### config.mk
export PLATFORM = sky130hd
export DESIGN_NAME = sdm_sync_alloc_flat
export DESIGN_NICKNAME = d
export VERILOG_FILES = /design/src/rtl/sdm_sync_alloc_pkg.sv /design/src/rtl/sdm_sync_alloc_if.sv /design/src/rtl/sdm_sync_alloc_rr_arb.sv /design/src/rtl/sdm_sync_alloc.sv /design/src/flat_wrapper.sv
export SDC_FILE = /design/constraint.sdc
export NUM_CORES = 2
export LEC_CHECK = 0
export CAP_MARGIN = 15
export CORE_MARGIN = 2
export CORE_UTILIZATION = 32
export CTS_CLUSTER_DIAMETER = 30
export DETAILED_ROUTE_END_ITERATION = 8
export GPL_TIMING_DRIVEN = 0
export SYNTH_ARGS = -nofsm -noshare
export SYNTH_HDL_FRONTEND = slang
export SYNTH_HIERARCHICAL = 1
export SYNTH_SLANG_ARGS = --single-unit
### constraint.sdc
create_clock -name clk -period 7.8 [get_ports clk]
set_clock_uncertainty 0.2 [all_clocks]
set_input_delay 0.78 -clock clk [delete_from_list [all_inputs] [get_ports clk]]
set_output_delay 0.78 -clock clk [all_outputs]
set_load 0.02 [all_outputs]
### src/rtl/sdm_sync_alloc_pkg.sv
// Shared types and helpers for the SDM router switch allocator.
// Port numbering, XY turn legality and free sub-channel search.
package sdm_alloc_pkg;

    localparam int NP   = 5;
    localparam int MAXV = 32;

    typedef enum logic [2:0] {
        P_S = 3'd0,
        P_W = 3'd1,
        P_N = 3'd2,
        P_E = 3'd3,
        P_L = 3'd4
    } port_e;

    typedef struct packed {
        logic found;
        int   idx;
    } free_t;

    function automatic int vw_of(input int n);
        return (n > 1) ? $clog2(n) : 1;
    endfunction

    // X moves first: once a flit travels W/E it may only continue or eject.
    function automatic logic legal_turn(
        input logic [2:0] in_p,
        input logic [2:0] out_p
    );
        logic ok;
        if (out_p > 3'(P_L) || out_p == in_p) begin
            ok = 1'b0;
        end else if (in_p == 3'(P_W) || in_p == 3'(P_E)) begin
            ok = (out_p == 3'(P_W)) || (out_p == 3'(P_E)) ||
                 (out_p == 3'(P_L));
        end else begin
            ok = 1'b1;
        end
        return ok;
    endfunction

    function automatic free_t lowest_free(input logic [MAXV-1:0] busy);
        free_t f;
        f.found = 1'b0;
        f.idx   = 0;
        for (int i = MAXV - 1; i >= 0; i--) begin
            if (!busy[i]) begin
                f.found = 1'b1;
                f.idx   = i;
            end
        end
        return f;
    endfunction

endpackage

### src/rtl/sdm_sync_alloc_if.sv
// Request/grant/crossbar-config bundle between input buffers and allocator.
// master = requester side, slave = allocator side.
interface sdm_sync_alloc_if #(
    parameter int VCN = 4
);
    import sdm_alloc_pkg::*;

    localparam int RN = NP * VCN;
    localparam int IW = $clog2(RN);
    localparam int VW = vw_of(VCN);

    logic [RN-1:0]                   req_vld;
    logic [RN-1:0][2:0]              req_dir;
    logic [RN-1:0]                   rel;
    logic [RN-1:0]                   gnt;
    logic [RN-1:0][VW-1:0]           gnt_vc;
    logic [RN-1:0]                   held;
    logic [NP-1:0][VCN-1:0]          cfg_vld;
    logic [NP-1:0][VCN-1:0][IW-1:0]  cfg_src;
    logic                            err;

    modport master (
        output req_vld, req_dir, rel,
        input  gnt, gnt_vc, held, cfg_vld, cfg_src, err
    );

    modport slave (
        input  req_vld, req_dir, rel,
        output gnt, gnt_vc, held, cfg_vld, cfg_src, err
    );

endinterface

### src/rtl/sdm_sync_alloc_rr_arb.sv
// Round-robin arbiter: one-hot grant from ptr, ptr moves past the winner.
// Pointer only advances on an enabled cycle that actually grants.
module rr_arb #(
    parameter int N = 4
) (
    input  logic         clk,
    input  logic         rst,
    input  logic [N-1:0] i_req,
    input  logic         i_en,
    output logic [N-1:0] o_gnt
);

    localparam int PW = (N > 1) ? $clog2(N) : 1;

    logic [PW-1:0] r_ptr;
    logic [PW-1:0] w_nxt;
    logic [PW-1:0] w_idx;
    logic [PW:0]   w_sum;
    logic          w_hit;

    always_comb begin
        o_gnt = '0;
        w_hit = 1'b0;
        w_nxt = r_ptr;
        w_sum = '0;
        w_idx = '0;
        for (int i = 0; i < N; i++) begin
            w_sum = {1'b0, r_ptr} + (PW+1)'(i);
            if (w_sum >= (PW+1)'(N)) begin
                w_sum = w_sum - (PW+1)'(N);
            end
            w_idx = w_sum[PW-1:0];
            if (!w_hit && i_en && i_req[w_idx]) begin
                w_hit        = 1'b1;
                o_gnt[w_idx] = 1'b1;
                w_nxt = (w_idx == PW'(N - 1)) ? '0 : w_idx + PW'(1);
            end
        end
    end

    always_ff @(posedge clk) begin
        if (rst) begin
            r_ptr <= '0;
        end else if (w_hit) begin
            r_ptr <= w_nxt;
        end
    end

endmodule

### src/rtl/sdm_sync_alloc.sv
// Clocked switch allocator: per-output RR grant onto lowest free sub-channel,
// owner table drives the crossbar config until the holder releases.
module sdm_sync_alloc
    import sdm_alloc_pkg::*;
#(
    parameter int VCN = 4
) (
    input logic             clk,
    input logic             rst,
    sdm_sync_alloc_if.slave bus
);

    localparam int RN = NP * VCN;
    localparam int IW = $clog2(RN);
    localparam int VW = vw_of(VCN);

    logic [RN-1:0]                  r_gnt;
    logic [RN-1:0]                  r_held;
    logic [RN-1:0][VW-1:0]          r_vc;
    logic [NP-1:0][VCN-1:0]         r_cfg_vld;
    logic [NP-1:0][VCN-1:0][IW-1:0] r_cfg_src;
    logic                           r_err;

    logic [RN-1:0]          w_legal;
    logic [RN-1:0]          w_wait;
    logic [RN-1:0]          w_rel;
    logic [RN-1:0]          w_win;
    logic [RN-1:0][VW-1:0]  w_wvc;
    logic [NP-1:0][RN-1:0]  w_cand;
    logic [NP-1:0][RN-1:0]  w_agnt;
    logic [NP-1:0]          w_en;
    logic [NP-1:0]          w_any;
    logic [NP-1:0][VW-1:0]  w_fv;
    logic [NP-1:0][IW-1:0]  w_wsrc;
    logic [NP-1:0][VCN-1:0] w_set;
    logic [NP-1:0][VCN-1:0] w_clr;
    logic                   w_err;

    always_comb begin
        w_legal = '0;
        w_wait  = '0;
        w_rel   = '0;
        w_cand  = '0;
        w_err   = 1'b0;
        for (int r = 0; r < RN; r++) begin
            w_legal[r] = legal_turn(3'(r / VCN), bus.req_dir[r]);
            w_wait[r]  = bus.req_vld[r] && w_legal[r] && !r_held[r];
            w_rel[r]   = bus.rel[r] && r_held[r];
            for (int p = 0; p < NP; p++) begin
                if (w_wait[r] && bus.req_dir[r] == 3'(p)) begin
                    w_cand[p][r] = 1'b1;
                end
            end
            if (bus.req_vld[r] && (!w_legal[r] || r_held[r])) begin
                w_err = 1'b1;
            end
            if (bus.rel[r] && !r_held[r]) begin
                w_err = 1'b1;
            end
        end
    end

    // Unused high bits of the search vector read as busy.
    always_comb begin : free_search
        logic [MAXV-1:0] busy;
        free_t           fr;
        w_en = '0;
        w_fv = '0;
        busy = '1;
        fr   = '0;
        for (int p = 0; p < NP; p++) begin
            busy          = '1;
            busy[VCN-1:0] = r_cfg_vld[p];
            fr            = lowest_free(busy);
            w_en[p]       = fr.found;
            w_fv[p]       = VW'(fr.idx);
        end
    end

    for (genvar gp = 0; gp < NP; gp++) begin : g_arb
        rr_arb #(
            .N (RN)
        ) u_arb (
            .clk   (clk),
            .rst   (rst),
            .i_req (w_cand[gp]),
            .i_en  (w_en[gp]),
            .o_gnt (w_agnt[gp])
        );
    end

    always_comb begin
        w_win  = '0;
        w_wvc  = '0;
        w_any  = '0;
        w_wsrc = '0;
        w_set  = '0;
        w_clr  = '0;
        for (int p = 0; p < NP; p++) begin
            w_any[p] = |w_agnt[p];
            for (int r = 0; r < RN; r++) begin
                if (w_agnt[p][r]) begin
                    w_win[r]  = 1'b1;
                    w_wvc[r]  = w_fv[p];
                    w_wsrc[p] = IW'(r);
                end
            end
            for (int v = 0; v < VCN; v++) begin
                w_set[p][v] = w_any[p] && (w_fv[p] == VW'(v));
                w_clr[p][v] = r_cfg_vld[p][v] && w_rel[r_cfg_src[p][v]];
            end
        end
    end

    always_ff @(posedge clk) begin
        if (rst) begin
            r_gnt     <= '0;
            r_held    <= '0;
            r_vc      <= '0;
            r_cfg_vld <= '0;
            r_cfg_src <= '0;
            r_err     <= 1'b0;
        end else begin
            r_gnt <= w_win;
            for (int r = 0; r < RN; r++) begin
                if (w_win[r]) begin
                    r_held[r] <= 1'b1;
                    r_vc[r]   <= w_wvc[r];
                end else if (w_rel[r]) begin
                    r_held[r] <= 1'b0;
                    r_vc[r]   <= '0;
                end
            end
            for (int p = 0; p < NP; p++) begin
                for (int v = 0; v < VCN; v++) begin
                    if (w_set[p][v]) begin
                        r_cfg_vld[p][v] <= 1'b1;
                        r_cfg_src[p][v] <= w_wsrc[p];
                    end else if (w_clr[p][v]) begin
                        r_cfg_vld[p][v] <= 1'b0;
                        r_cfg_src[p][v] <= '0;
                    end
                end
            end
            if (w_err) begin
                r_err <= 1'b1;
            end
        end
    end

    assign bus.gnt     = r_gnt;
    assign bus.held    = r_held;
    assign bus.gnt_vc  = r_vc;
    assign bus.cfg_vld = r_cfg_vld;
    assign bus.cfg_src = r_cfg_src;
    assign bus.err     = r_err;

endmodule

### src/flat_wrapper.sv
// flat-port wrapper written by rule: the top's interface ports become plain ports
module sdm_sync_alloc_flat import sdm_alloc_pkg::*;
#(
    parameter int VCN = 4
)
  (clk, rst, bus_req_vld, bus_req_dir, bus_rel, bus_gnt, bus_gnt_vc, bus_held, bus_cfg_vld, bus_cfg_src, bus_err);
  sdm_sync_alloc_if #(.VCN(VCN)) bus_i ();
  input logic clk;
  input logic rst;
  input wire logic [$bits(bus_i.req_vld)-1:0] bus_req_vld;
  input wire logic [$bits(bus_i.req_dir)-1:0] bus_req_dir;
  input wire logic [$bits(bus_i.rel)-1:0] bus_rel;
  output wire logic [$bits(bus_i.gnt)-1:0] bus_gnt;
  output wire logic [$bits(bus_i.gnt_vc)-1:0] bus_gnt_vc;
  output wire logic [$bits(bus_i.held)-1:0] bus_held;
  output wire logic [$bits(bus_i.cfg_vld)-1:0] bus_cfg_vld;
  output wire logic [$bits(bus_i.cfg_src)-1:0] bus_cfg_src;
  output wire logic [$bits(bus_i.err)-1:0] bus_err;
  assign bus_i.req_vld = bus_req_vld;
  assign bus_i.req_dir = bus_req_dir;
  assign bus_i.rel = bus_rel;
  assign bus_gnt = bus_i.gnt;
  assign bus_gnt_vc = bus_i.gnt_vc;
  assign bus_held = bus_i.held;
  assign bus_cfg_vld = bus_i.cfg_vld;
  assign bus_cfg_src = bus_i.cfg_src;
  assign bus_err = bus_i.err;
  sdm_sync_alloc #(.VCN(VCN)) u_core (.clk(clk), .rst(rst), .bus(bus_i));
endmodule
After elaboration in Yosys (flattened, before gate mapping)
Cells that the tools add are included.
Widths: inputs -> output; s select.
- register bits after elaboration: 226
- input port bits: 102
- add/sub/neg operators: 295
- magnitude comparators: 340
- equal/unequal tests: 195
- multiplexer cells: 1575
- bitwise gates (word level): 95
- reductions and logical operators: 794
- operators by type and width (kind ; number):
    $mux 20 ; 100
    $or 20x20->20 ; 95
    $mux 5 ; 360
    $lt 5x6->1 const B ; 120
    $mux 1 ; 665
    $mux 33 ; 20
    $bmux 1 s5 ; 120
    $ge 6x5->1 const B ; 95
    $logic_and 1x1->1 ; 535
    $add 5x1->5 const B ; 100
    $demux 1 s5 ; 100
    $eq 5x5->1 const B ; 100
    $ge 5x1->1 const B ; 100
    $sub 5x5->5 const B ; 100
    $mux 2 ; 150
    $add 5x4->6 const B ; 40
    $mux 4 ; 40
    $logic_not 1->1 ; 123
    $add 5x3->6 const B ; 20
    $add 5x5->6 const B ; 20
    $eq 3x2->1 const B ; 40
    $reduce_bool 20->1 ; 5
    $reduce_or 20->1 ; 5
    $reduce_bool 2->1 ; 40
    other kinds (13) ; 201

Longest topological paths before layout
- depth in word-level cells: 108
- gate-level depth with buffers: 38

Hierarchy
Netlist, hierarchy kept.
- modules (own cells, without submodules) (module ; times used ; cells an instance ; area an instance (µm²) ; seq. area each (µm²)):
    rr_arb at u_core.g_arb[1].u_arb ... ; 3 ; 1498 ; 10100.9 ; 100.1
    sdm_sync_alloc ; 1 ; 1816 ; 15046.9 ; 4023.9
    rr_arb at u_core.g_arb[0].u_arb ; 1 ; 1583 ; 10641.5 ; 100.1
    rr_arb at u_core.g_arb[4].u_arb ; 1 ; 1431 ; 9648.0 ; 100.1

Least setup slack after synthesis
OpenSTA, ideal clock, no wires.
- path kind: register to register
- start: register u_core.g_arb[1].u_arb.r_ptr[0]
- end: register u_core.r_cfg_src (netlist bit u_core/bus.cfg_src[39])
- setup time: 0.134 ns
- data arrival time: 7.697 ns
- data required time: 7.466 ns
- path slack: -0.231 ns
- cell stages (with the launch flop): 38
- path buffers: 14
- clock period less this slack: 8.031 ns
- cell sequence: dfxtp_1 > buf_6 > buf_6 > buf_6 > clkbuf_1 > inv_1 > ha_1 > buf_2 > clkbuf_1 > clkbuf_1 > clkbuf_1 > clkbuf_1 > buf_1 > xor2_1 > ha_1 > a21boi_0 > nor2_1 > a21oi_1 > [... 2 more ...] > a221oi_2 > nor4_2 > buf_4 > nand4_1 > buf_4 > or3_1 > or4_1 > o211ai_2 > a22oi_1 > nand3_1 > clkbuf_1 > nor2_1 > nand2_1 > nor3_2 > or4b_2 > buf_4 > o211ai_1 > a21oi_1
- RTL lines (what ; RTL line ; RTL):
    from (decl) ; sdm_sync_alloc_rr_arb.sv:15 ; logic [PW-1:0] r_ptr;
    from (signal assigned) ; sdm_sync_alloc_rr_arb.sv:45 ; r_ptr <= w_nxt;
    to (signal, indexed assignment) ; sdm_sync_alloc.sv:138 ; r_cfg_src[p][v] <= w_wsrc[p];
    to (decl) ; sdm_sync_alloc.sv:21 ; logic [NP-1:0][VCN-1:0][IW-1:0] r_cfg_src;

==> flow_metrics.env <==
export IMPL_dp_cells=12476
export IMPL_critPathLaunchType="flop"
export IMPL_grt_pass1_wl_um=660000
export IMPL_timing_setup_tns_ps=-1760
export IMPL_synth_seq_cells=226
export IMPL_synth_most_common_cell="nand2_1"
export IMPL_overflow=0
export IMPL_ys_seq_area_share_pct=6.89
export IMPL_fin_nets=10552
export IMPL_antenna_left=0
export IMPL_tritoncts="yes"
export IMPL_synth_cell_type_count=165
export IMPL_gr_usage_all_layers_pct=44.0
export IMPL_clk_path_buf_depth=3
export IMPL_synth_compound_area_share_pct=36.7
export IMPL_cts_sinks=226
export IMPL_synthAdderAreaFrac_pct=4.31
export IMPL_cts_buffers=74
export IMPL_h_tree_depth=3
export IMPL_worstPathArrival_ps=8360
export IMPL_clock_latency_ps=730
export IMPL_wirelength_um=486000
export IMPL_avgSynthCellArea_um2=7.04
export IMPL_end_kind="flop"
export IMPL_drc_errors=0
export IMPL_min_period_ps=7970
export IMPL_syn_cell_area_um2=65600
export IMPL_setup_viol=29
export IMPL_outcome="finished with violations"
export IMPL_clockRootBuffer="clkbuf_16"
export IMPL_synth_flop_cell="dfxtp_1"
export IMPL_min_period_over_period_pct=102
export IMPL_antenna_found_initial=25
export IMPL_relSlewSlack_pct=5.85
export IMPL_yosys_area_top_type_share_pct=6.89
export IMPL_start_util_pct=32.1
export IMPL_muxShareOfSynthArea_pct=10.2
export IMPL_cts_hold_buffers=0
export IMPL_grt_max_degree=32
export IMPL_synth_area_leaders="dfxtp_1, mux4_2, nand2_1"
export IMPL_synth_top_family_by_area="compound AO/OA/AOI/OAI gates"
export IMPL_hold_class="in2reg"
export IMPL_grt_pass1_vias=81815
export IMPL_coreArea_um2=204000
export IMPL_hold_viol=0
export IMPL_maxSlewViolCount=0
export IMPL_ys_top_cells_by_count="nand2_1, nor2_1, a21oi_1"
export IMPL_ys_warn_count=6
export IMPL_viasPerCell=6.93
export IMPL_synth_edf_count=0
export IMPL_critPathRequiredTime_ps=8190
export IMPL_async_flop_share_pct=0
export IMPL_worst_pin_slew_ps=1410
export IMPL_die_area_um2=209000
export IMPL_path_clk_slew_ps=50
export IMPL_num_io_pins=303
export IMPL_place_gp_congestion=1.08
export IMPL_vias=90028
export IMPL_layout_drive_gt1_share_pct=23.0
export IMPL_portBuffers=302
export IMPL_stdcell_count=12998
export IMPL_fmax_mhz=125
export IMPL_layout_setup_ws_ps=-169
export IMPL_synth_xor_area_share_pct=5.44
export IMPL_area_delta_synth_final_pct=30.0
export IMPL_rsz0062_at_grt="yes"
export IMPL_violations="setup timing"
export IMPL_dpl_hpwl_um=389000
export IMPL_synth_top_cell_by_area="dfxtp_1"
export IMPL_drt_iter0_markers=12442
export IMPL_die_x_um=457
export IMPL_wl_per_cell_um=37.4
export IMPL_synth_simple_gate_area_share_pct=29.8
export IMPL_fp_dieH_um=457
export IMPL_row_count=166
export IMPL_worstPathMaxFanout=11
export IMPL_dr_pass1_iters=9
export IMPL_netlist_instances=9324
export IMPL_worstSetupPathType="reg2reg"
export IMPL_drv_cap=0
-- logic make-up after synthesis --
group | after synthesis
multiplexers | 442
AND/OR/NAND/NOR | 3808
AO/OA/AOI/OAI | 3308
other | 1
buffers and inverters | 951
adder cells (fa/ha/maj) | 223
flip-flops | 226
XOR/XNOR | 365
-- timing repair --
item | 4_1_cts | 5_1_grt
endpoints found under the setup margin | 225 | 197
gates resized for setup | 955 | 470
gates cloned | 5 | 4
pin swaps | 157 | 149
setup buffers | 264 | 144
-- critical path: stages, from the launching register on --
cell,delay [ps]
dfxtp_1,320
buf_2,200
nand4_1,320
clkbuf_1,920
clkbuf_1,1100
o31ai_1,230
nor3_2,930
or3b_1,230
buf_4,270
nor4_4,120
a32oi_2,260
o41ai_4,120
buf_6,180
or3_1,340
a221o_1,370
or4_4,560
nand2b_4,190
or3_4,460
nand2_8,110
buf_12,110
nor2_1,50
a31o_1,190
-- state kept, by name, indices dropped and copies added, names as in the netlist --
| signal | flops |
|---|---|
| u_core/bus.cfg_src | 100 |
| u_core/bus.gnt_vc | 40 |
| u_core/g_arb.u_arb/r_ptr | 25 |
| u_core/bus.cfg_vld | 20 |
| u_core/bus.gnt | 20 |
| u_core/bus.held | 20 |
| u_core/bus.err | 1 |
-- worst paths after layout --
check / slack, ps / to / startpoint / cells past startpoint
max: -170 / u_core/bus.cfg_src[3] / u_core/bus.cfg_vld[0] / 21
min: 150 / u_core/g_arb[3].u_arb/r_ptr[3] / rst / 2
max reg2reg: -170 / u_core/bus.cfg_src[3] / u_core/bus.cfg_vld[0] / 21
min reg2reg: 330 / u_core/bus.gnt_vc[19] / u_core/bus.gnt_vc[19] / 2
-- through the flow --
stage	area [um2]	utilization (%)	setup WS, ps	hold slack [ps]
6_report	85400	41.8	-169	152
5_1_grt	85300	41.8	-64.8	153
4_1_cts	82000	40.2	0.335	121
3_5_place_dp	73000	35.8	-5010	306
3_3_place_gp	72500	35.5	-5330	291
2_1_floorplan	66100	-	6.30	369
-- cell type report --
class,instances,area [um2]
well taps,2688,3360
diodes,25,62.6
multi-input cells,8268,62500
flip-flops and latches,226,4580
plain buffers,573,4010
repair buffers,766,6880
inverters,318,1250
clock buffers,88,1960
clock inverters,46,753
fillers,21236,119000
-- per-layer routing --
metal,share of wire [%],vias to the layer above,GRT usage [%]
met5,0.050,-,0.551
met4,9.1,10,32.9
met3,11,1642,12.9
met2,41,6425,64.6
met1,38,44068,54.2
li1,-,37883,-
-- cells in the final DEF, fill, tap and decap left out, drive strengths merged, types with 138 or more instances in the layout --
cell type,synthesis,routed
a211oi,169,169
a21oi,701,701
buf,286,742
clkbuf,347,382
clkdlybuf4s50,0,301
dfxtp,226,226
ha,218,218
inv,303,302
mux2i,153,153
mux4,163,163
nand2,981,981
nand3,351,351
nor2,892,892
nor3,355,355
o21ai,563,563
o22ai,138,138
xnor2,310,310
Power is left out: the tool's default activity adds up to more than one toggle a clock period on the data nets, which glitch-free logic cannot reach.
